$ cat src/rtl/hamming_pkg.sv
// Shared SEC-DED Hamming helpers: code sizing, encode, decode and classification.
package hamming_pkg;

    localparam int unsigned MAX_W = 64;
    localparam int unsigned MAX_R = 7;
    localparam int unsigned MAX_N = MAX_W + MAX_R;

    typedef enum logic [1:0] {CLEAN, SEC, DED} err_class_t;
    typedef enum logic {NORMAL, FAULT} state_t;

    typedef struct packed {
        logic [MAX_R-1:0] check;
        logic             ovp;
    } enc_t;

    typedef struct packed {
        logic [MAX_W-1:0] data;
        logic [MAX_R-1:0] syn;
        err_class_t       cls;
    } dec_t;

    // Smallest r with 2^r >= width + r + 1
    function automatic int unsigned hamming_r(input int unsigned width);
        int unsigned r;
        r = 0;
        for (int unsigned i = 1; i <= MAX_R; i++) begin
            if (r == 0 && (32'd1 << i) >= width + i + 1) r = i;
        end
        return r;
    endfunction

    function automatic logic is_pow2(input int unsigned v);
        return (v & (v - 1)) == 0;
    endfunction

    // Data is zero-extended to MAX_W; check bits above r stay zero.
    function automatic enc_t hamming_encode(input logic [MAX_W-1:0] data,
                                            input int unsigned width);
        enc_t        e;
        int unsigned n;
        int unsigned d;
        e = '0;
        d = 0;
        n = width + hamming_r(width);
        for (int unsigned pos = 1; pos <= MAX_N; pos++) begin
            if (pos <= n && !is_pow2(pos)) begin
                for (int unsigned i = 0; i < MAX_R; i++) begin
                    if (data[d[5:0]] && ((pos >> i) & 1) != 0)
                        e.check[i[2:0]] = ~e.check[i[2:0]];
                end
                d++;
            end
        end
        e.ovp = ^{data, e.check};
        return e;
    endfunction

    function automatic dec_t hamming_decode(input logic [MAX_W-1:0] data,
                                            input logic [MAX_R-1:0] check,
                                            input logic             ovp,
                                            input int unsigned      width);
        dec_t        r;
        enc_t        e;
        int unsigned n;
        int unsigned d;
        int unsigned s;
        logic        pm;
        e      = hamming_encode(data, width);
        r.data = data;
        r.syn  = e.check ^ check;
        pm     = ^{data, check, ovp};
        n      = width + hamming_r(width);
        s      = 32'(r.syn);
        d      = 0;
        // Flip the data bit sitting at the syndrome position; check-bit
        // positions and out-of-range syndromes leave the data alone.
        for (int unsigned pos = 1; pos <= MAX_N; pos++) begin
            if (pos <= n && !is_pow2(pos)) begin
                if (pm && pos == s) r.data[d[5:0]] = ~r.data[d[5:0]];
                d++;
            end
        end
        if (!pm)
            r.cls = (s == 0) ? CLEAN : DED;
        else
            r.cls = (s <= n) ? SEC : DED;
        return r;
    endfunction

endpackage

$ cat src/rtl/hamming_secded_dec.sv
// Combinational SEC-DED decoder for any Hamming-protected register.
module hamming_secded_dec
    import hamming_pkg::*;
#(
    parameter  int unsigned WIDTH = 16,
    localparam int unsigned R     = hamming_r(WIDTH)
) (
    input  logic [WIDTH-1:0] data,
    input  logic [R-1:0]     check,
    input  logic             ovp,
    output logic [WIDTH-1:0] corrected,
    output logic [R-1:0]     syndrome,
    output err_class_t       err_class
);

    logic [MAX_W-1:0] data_ext;
    logic [MAX_R-1:0] check_ext;
    dec_t             dec;
    logic             unused_dec;

    // Widen stored word to package width and run the decode function
    always_comb begin
        data_ext             = '0;
        data_ext[WIDTH-1:0]  = data;
        check_ext            = '0;
        check_ext[R-1:0]     = check;
        dec = hamming_decode(data_ext, check_ext, ovp, WIDTH);
    end

    assign corrected  = dec.data[WIDTH-1:0];
    assign syndrome   = dec.syn[R-1:0];
    assign err_class  = dec.cls;
    assign unused_dec = ^{dec.data, dec.syn};

endmodule

$ cat src/rtl/hamming_counter_secded.sv
// Up/down counter whose state is held as a SEC-DED protected codeword.
module hamming_counter_secded
    import hamming_pkg::*;
#(
    parameter  int unsigned WIDTH    = 16,
    parameter  bit          SCRUB    = 1'b1,
    parameter  int unsigned ERRCNT_W = 8,
    localparam int unsigned R        = hamming_r(WIDTH)
) (
    input  logic                clk,
    input  logic                rst,
    input  logic                enable,
    input  logic                up,
    input  logic                load,
    input  logic [WIDTH-1:0]    load_value,
    input  logic                clear_err,
    output logic [WIDTH-1:0]    counter,
    output logic                sec_err,
    output logic                ded_err,
    output logic [R-1:0]        syndrome,
    output logic [ERRCNT_W-1:0] err_count
);

    logic [WIDTH-1:0] data_q;
    logic [R-1:0]     check_q;
    logic             ovp_q;
    state_t           state_q;

    logic [WIDTH-1:0] corrected;
    logic [R-1:0]     syn_c;
    err_class_t       err_class;

    logic             write;
    logic [WIDTH-1:0] next_data;
    logic [MAX_W-1:0] next_ext;
    enc_t             next_enc;
    logic             unused_enc;
    logic             sec_now;

    hamming_secded_dec #(.WIDTH(WIDTH)) u_dec (
        .data      (data_q),
        .check     (check_q),
        .ovp       (ovp_q),
        .corrected (corrected),
        .syndrome  (syn_c),
        .err_class (err_class)
    );

    assign counter    = (state_q == FAULT) ? data_q : corrected;
    assign sec_now    = (state_q == NORMAL) && (err_class == SEC);
    assign unused_enc = ^next_enc.check;

    // Select the next stored value: load, count, scrub or hold
    always_comb begin
        write     = 1'b0;
        next_data = data_q;
        if (load) begin
            write     = 1'b1;
            next_data = load_value;
        end else if (state_q == NORMAL && err_class != DED) begin
            if (enable) begin
                write     = 1'b1;
                next_data = up ? corrected + 1'b1 : corrected - 1'b1;
            end else if (SCRUB && err_class == SEC) begin
                write     = 1'b1;
                next_data = corrected;
            end
        end
    end

    // Re-encode every write into a fresh, clean codeword
    always_comb begin
        next_ext            = '0;
        next_ext[WIDTH-1:0] = next_data;
        next_enc            = hamming_encode(next_ext, WIDTH);
    end

    // Protected storage
    always_ff @(posedge clk or posedge rst) begin
        if (rst) begin
            data_q  <= '0;
            check_q <= '0;
            ovp_q   <= 1'b0;
        end else if (write) begin
            data_q  <= next_data;
            check_q <= next_enc.check[R-1:0];
            ovp_q   <= next_enc.ovp;
        end
    end

    // Fault FSM with registered error status
    always_ff @(posedge clk or posedge rst) begin
        if (rst) begin
            state_q   <= NORMAL;
            ded_err   <= 1'b0;
            sec_err   <= 1'b0;
            syndrome  <= '0;
            err_count <= '0;
        end else begin
            case (state_q)
                NORMAL: begin
                    if (!load && err_class == DED) begin
                        state_q <= FAULT;
                        ded_err <= 1'b1;
                    end
                end
                FAULT: begin
                    if (load) begin
                        state_q <= NORMAL;
                        ded_err <= 1'b0;
                    end
                end
                default: state_q <= NORMAL;
            endcase
            if (state_q == NORMAL && err_class != CLEAN)
                syndrome <= syn_c;
            if (clear_err) begin
                sec_err   <= 1'b0;
                err_count <= '0;
            end else begin
                sec_err <= sec_now;
                if (sec_now && err_count != '1)
                    err_count <= err_count + 1'b1;
            end
        end
    end

endmodule

$ cat config.mk
export PLATFORM = sky130hd
export DESIGN_NAME = hamming_counter_secded
export DESIGN_NICKNAME = d
export VERILOG_FILES = /design/src/rtl/hamming_pkg.sv /design/src/rtl/hamming_secded_dec.sv /design/src/rtl/hamming_counter_secded.sv
export SDC_FILE = /design/constraint.sdc
export NUM_CORES = 1
export LEC_CHECK = 0
export BUFFER_PORTS_ARGS = -buffer_cell sky130_fd_sc_hd__buf_2
export CORE_MARGIN = 3
export CORE_UTILIZATION = 40
export CTS_BUF_LIST = sky130_fd_sc_hd__clkbuf_4
export DETAILED_ROUTE_END_ITERATION = 7
export PLACE_DENSITY_LB_ADDON = 0.12
export SYNTH_ARGS = -nofsm -noshare
export SYNTH_HDL_FRONTEND = slang
export SYNTH_SLANG_ARGS = --single-unit
$ cat constraint.sdc
create_clock -name clk -period 5 [get_ports clk]
set_input_delay 0.5 -clock clk [delete_from_list [all_inputs] [get_ports clk]]
set_output_delay 0.5 -clock clk [all_outputs]
set_load 0.1 [all_outputs]
==> metrics <==
met1 wire length between 6000 and 7000 µm; time the final worst path needs with I/O delays and setup around 5400 ps; commonest cells in the synthesized netlist nand2_1 (65), xnor2_1 (60), dfrtp_1 (38); wire length on met3 a little under 900 µm; critical-path maximum fanout 5; worst slack at placement -702.5 ps; area inside the core boundary 10040 µm²; initial DRC count about 270; Chip Width approximately 110 µm; number of clock sinks 38; gr usage total 0.2442; count of mapped cells out of synthesis 474; Final Wtd Congestion around 0.95; setup repair after global routing missed its margin yes; number of buffers on the longest clock path 2; count of buffers inserted at the top-level ports between 50 and 60; via count of the first global-routing pass about 4000; drt total wl ~14000 µm; violations in the final reports setup timing; area share of the largest cell type after synthesis 0.2239; Post-CTS Hold Buffers 0; type of the worst setup path reg -> reg; io pins 53; top cells by area, synth dfrtp_1 (22%), xnor2_1 (12%), nand2_1 (5.7%); Worst setup startpoint data_q[1]; most used standard cell by instance count after synthesis nand2_1; post-DR vias/cell roughly 5.4; cell area after synthesis between 4000 and 5000 µm²; initial antenna violation count 0; arrival time reported for the critical path endpoint roughly 5600 ps; largest net degree at the start of global routing 39; design area roughly 5900 µm²; met2 routed WL between 6000 and 7000 µm; slew of the pin with the lowest slew margin 852.1 ps; result of the run finished with violations; data required time of the critical path 5230 ps; # diodes 0; share of synthesized flip-flops with an asynchronous set or reset 1.000; share of layout cells above drive strength 1 0.4390; net count after synthesis ~510; Die Area ~12000 µm²; number of pins with negative max-slew slack in the final report 0; Yosys top cell by area dfrtp_1; Pre-antenna DRT Iters 4; worst slew margin relative to its limit 0.4298; starting density of the core 0.4228; # fillers 890; area added between synthesis and finish 39.45%; Remaining Overflow, GRT 0; setup slack of the critical path after layout -404.7 ps; total number of H-tree levels 2; final worst clock skew approximately 9.2 ps; average wire length per cell after detail routing 18.78 µm; Max-Cap Viols 0; TritonCTS clock tree done; global-route wire length before repair between 20000 and 25000 µm; top routing layer in use met4; cell area after placement ~5400 µm²; number of core rows 36; worst reg2reg startpoint data_q[1]; Yosys warning count 0; post-layout net count around 670; worst hold slack after final layout 230.7 ps; drt drc 0; Detailed Place HPWL approximately 11000 µm; clock tree root driver cell clkbuf_4; clock edge transition at the registers on the reported setup and hold paths approximately 130 ps; vias after detailed routing between 4000 and 5000; CP endpoint kind flip-flop; Antenna Nets Post-Route 0; Highest Clock Rate ~190 MHz; final cycle utilization of the critical path 1.081; Skew-Pair Late Insertion Delay about 360 ps; Mean Syn Cell Area between 8 and 9 µm²; number of enable flip-flop cells after synthesis 0; class of the worst hold path in -> async; final total negative setup slack -1720 ps; Seq/Total Area, Yosys 0.2239; clock buffer count from CTS 5; Primary FF master, synth dfrtp_1; number of failing setup endpoints in the final timing report 6; final-report hold violation count 0; element type at the critical path start flip-flop; post-synth cell types 79; Yosys reg bits 38; die height roughly 110 µm
[kinds of logic (layout without fill, tap and decap cells)]
| group | after synthesis | in the layout | synth area share |
|---|---|---|---|
| AND/OR/NAND/NOR | 163 | 163 | 0.1841 |
| XOR/XNOR | 105 | 105 | 0.2932 |
| AO/OA/AOI/OAI | 99 | 99 | 0.1682 |
| flip-flops | 38 | 38 | 0.2239 |
| buffers and inverters | 38 | 195 | 0.04007 |
| adder cells (fa/ha/maj) | 16 | 16 | 0.04891 |
| multiplexers | 15 | 15 | 0.04154 |
[layout make-up]
type	count	area [µm²]	share of cell area
Tap cell	133	166.4	0.02810
Timing Repair Buffer	173	1176	0.1986
Sequential cell	38	952.2	0.1608
Clock buffer	7	52.55	0.008874
Inverter	14	52.55	0.008874
Multi-Input combinational cell	398	3492	0.5897
Clock inverter	1	30.03	0.005071
[cell usage in the layout (no fill, tap or decap), types with 4 or more instances in the layout]
master    synthesis  final
buf_4             1    119
nand2_1          65     61
buf_2            13     52
xnor2_1          60     47
dfrtp_1          38     37
nor2_1           35     32
xor2_1           20     18
xnor2_2           5     17
inv_1            14     14
a21oi_1          23     14
ha_1             15     14
o21ai_0          17     13
nand3_1          10     10
a21oi_2           0      8
xnor3_1           8      7
clkbuf_4          0      7
mux2i_1           6      6
o21ai_1           5      6
mux2_2            6      6
and3_1            5      5
o21a_1            5      5
o22ai_1           7      5
o21bai_1          4      4
nand4_1           4      4
nor2b_1           6      4
nor3_4            0      4
xor2_2            2      4
[worst max-delay path: stages (launching register included)]
cell	delay, ps
dfrtp_1	400
xnor3_2	440
xor2_4	290
xnor2_4	200
buf_4	160
mux2i_1	190
buf_4	170
nor3_2	40
xor2_1	170
ha_1	330
buf_4	130
nand2_1	60
nor2_2	130
nand2_1	70
or4_4	470
and2_4	190
a21oi_4	150
xnor2_2	90
a211o_2	390
xor2_2	160
xnor2_1	150
xnor2_1	240
xnor3_1	440
xor2_1	150
o21ai_1	70
[final timing paths]
kind / to / slack, ps / cells after the start
setup / recovery: ovp_q / -400 / 24
hold / removal: err_count[5] / 230 / 3
setup reg to reg: ovp_q / -400 / 24
hold reg to reg: syndrome[2] / 490 / 2
max in group asynchronous: data_q[8] / 4390 / 3
min in group clk: err_count[3] / 390 / 2
[repair_timing]
action	in CTS	in global routing
hold endpoints to repair	0	0
endpoints found under the setup margin	7	7
cloned	0	0
buffers inserted	9	7
pin swaps	26	18
resized for setup	37	24
[state kept, by name, summed over array words and instances, names as in the netlist]
name,cells
state_q,1
ovp_q,1
ded_err,1
sec_err,1
err_count,8
check_q,5
syndrome,5
data_q,16
[metal layers]
layer	vias to the layer above	GRT usage
met5	-	0
li1	1960	-
met2	128	0.4105
met4	0	0.03968
met1	2002	0.3427
met3	16	0.02901
[metrics by stage]
stage,utilization,cells
floorplan,-,474
global placement,0.5399,741
detailed placement,0.5399,741
CTS,0.5720,757
global route,0.5896,764
finish,0.5896,764
Power is left out: the tool's default activity adds up to more than one toggle a clock period on the data nets, which glitch-free logic cannot reach.
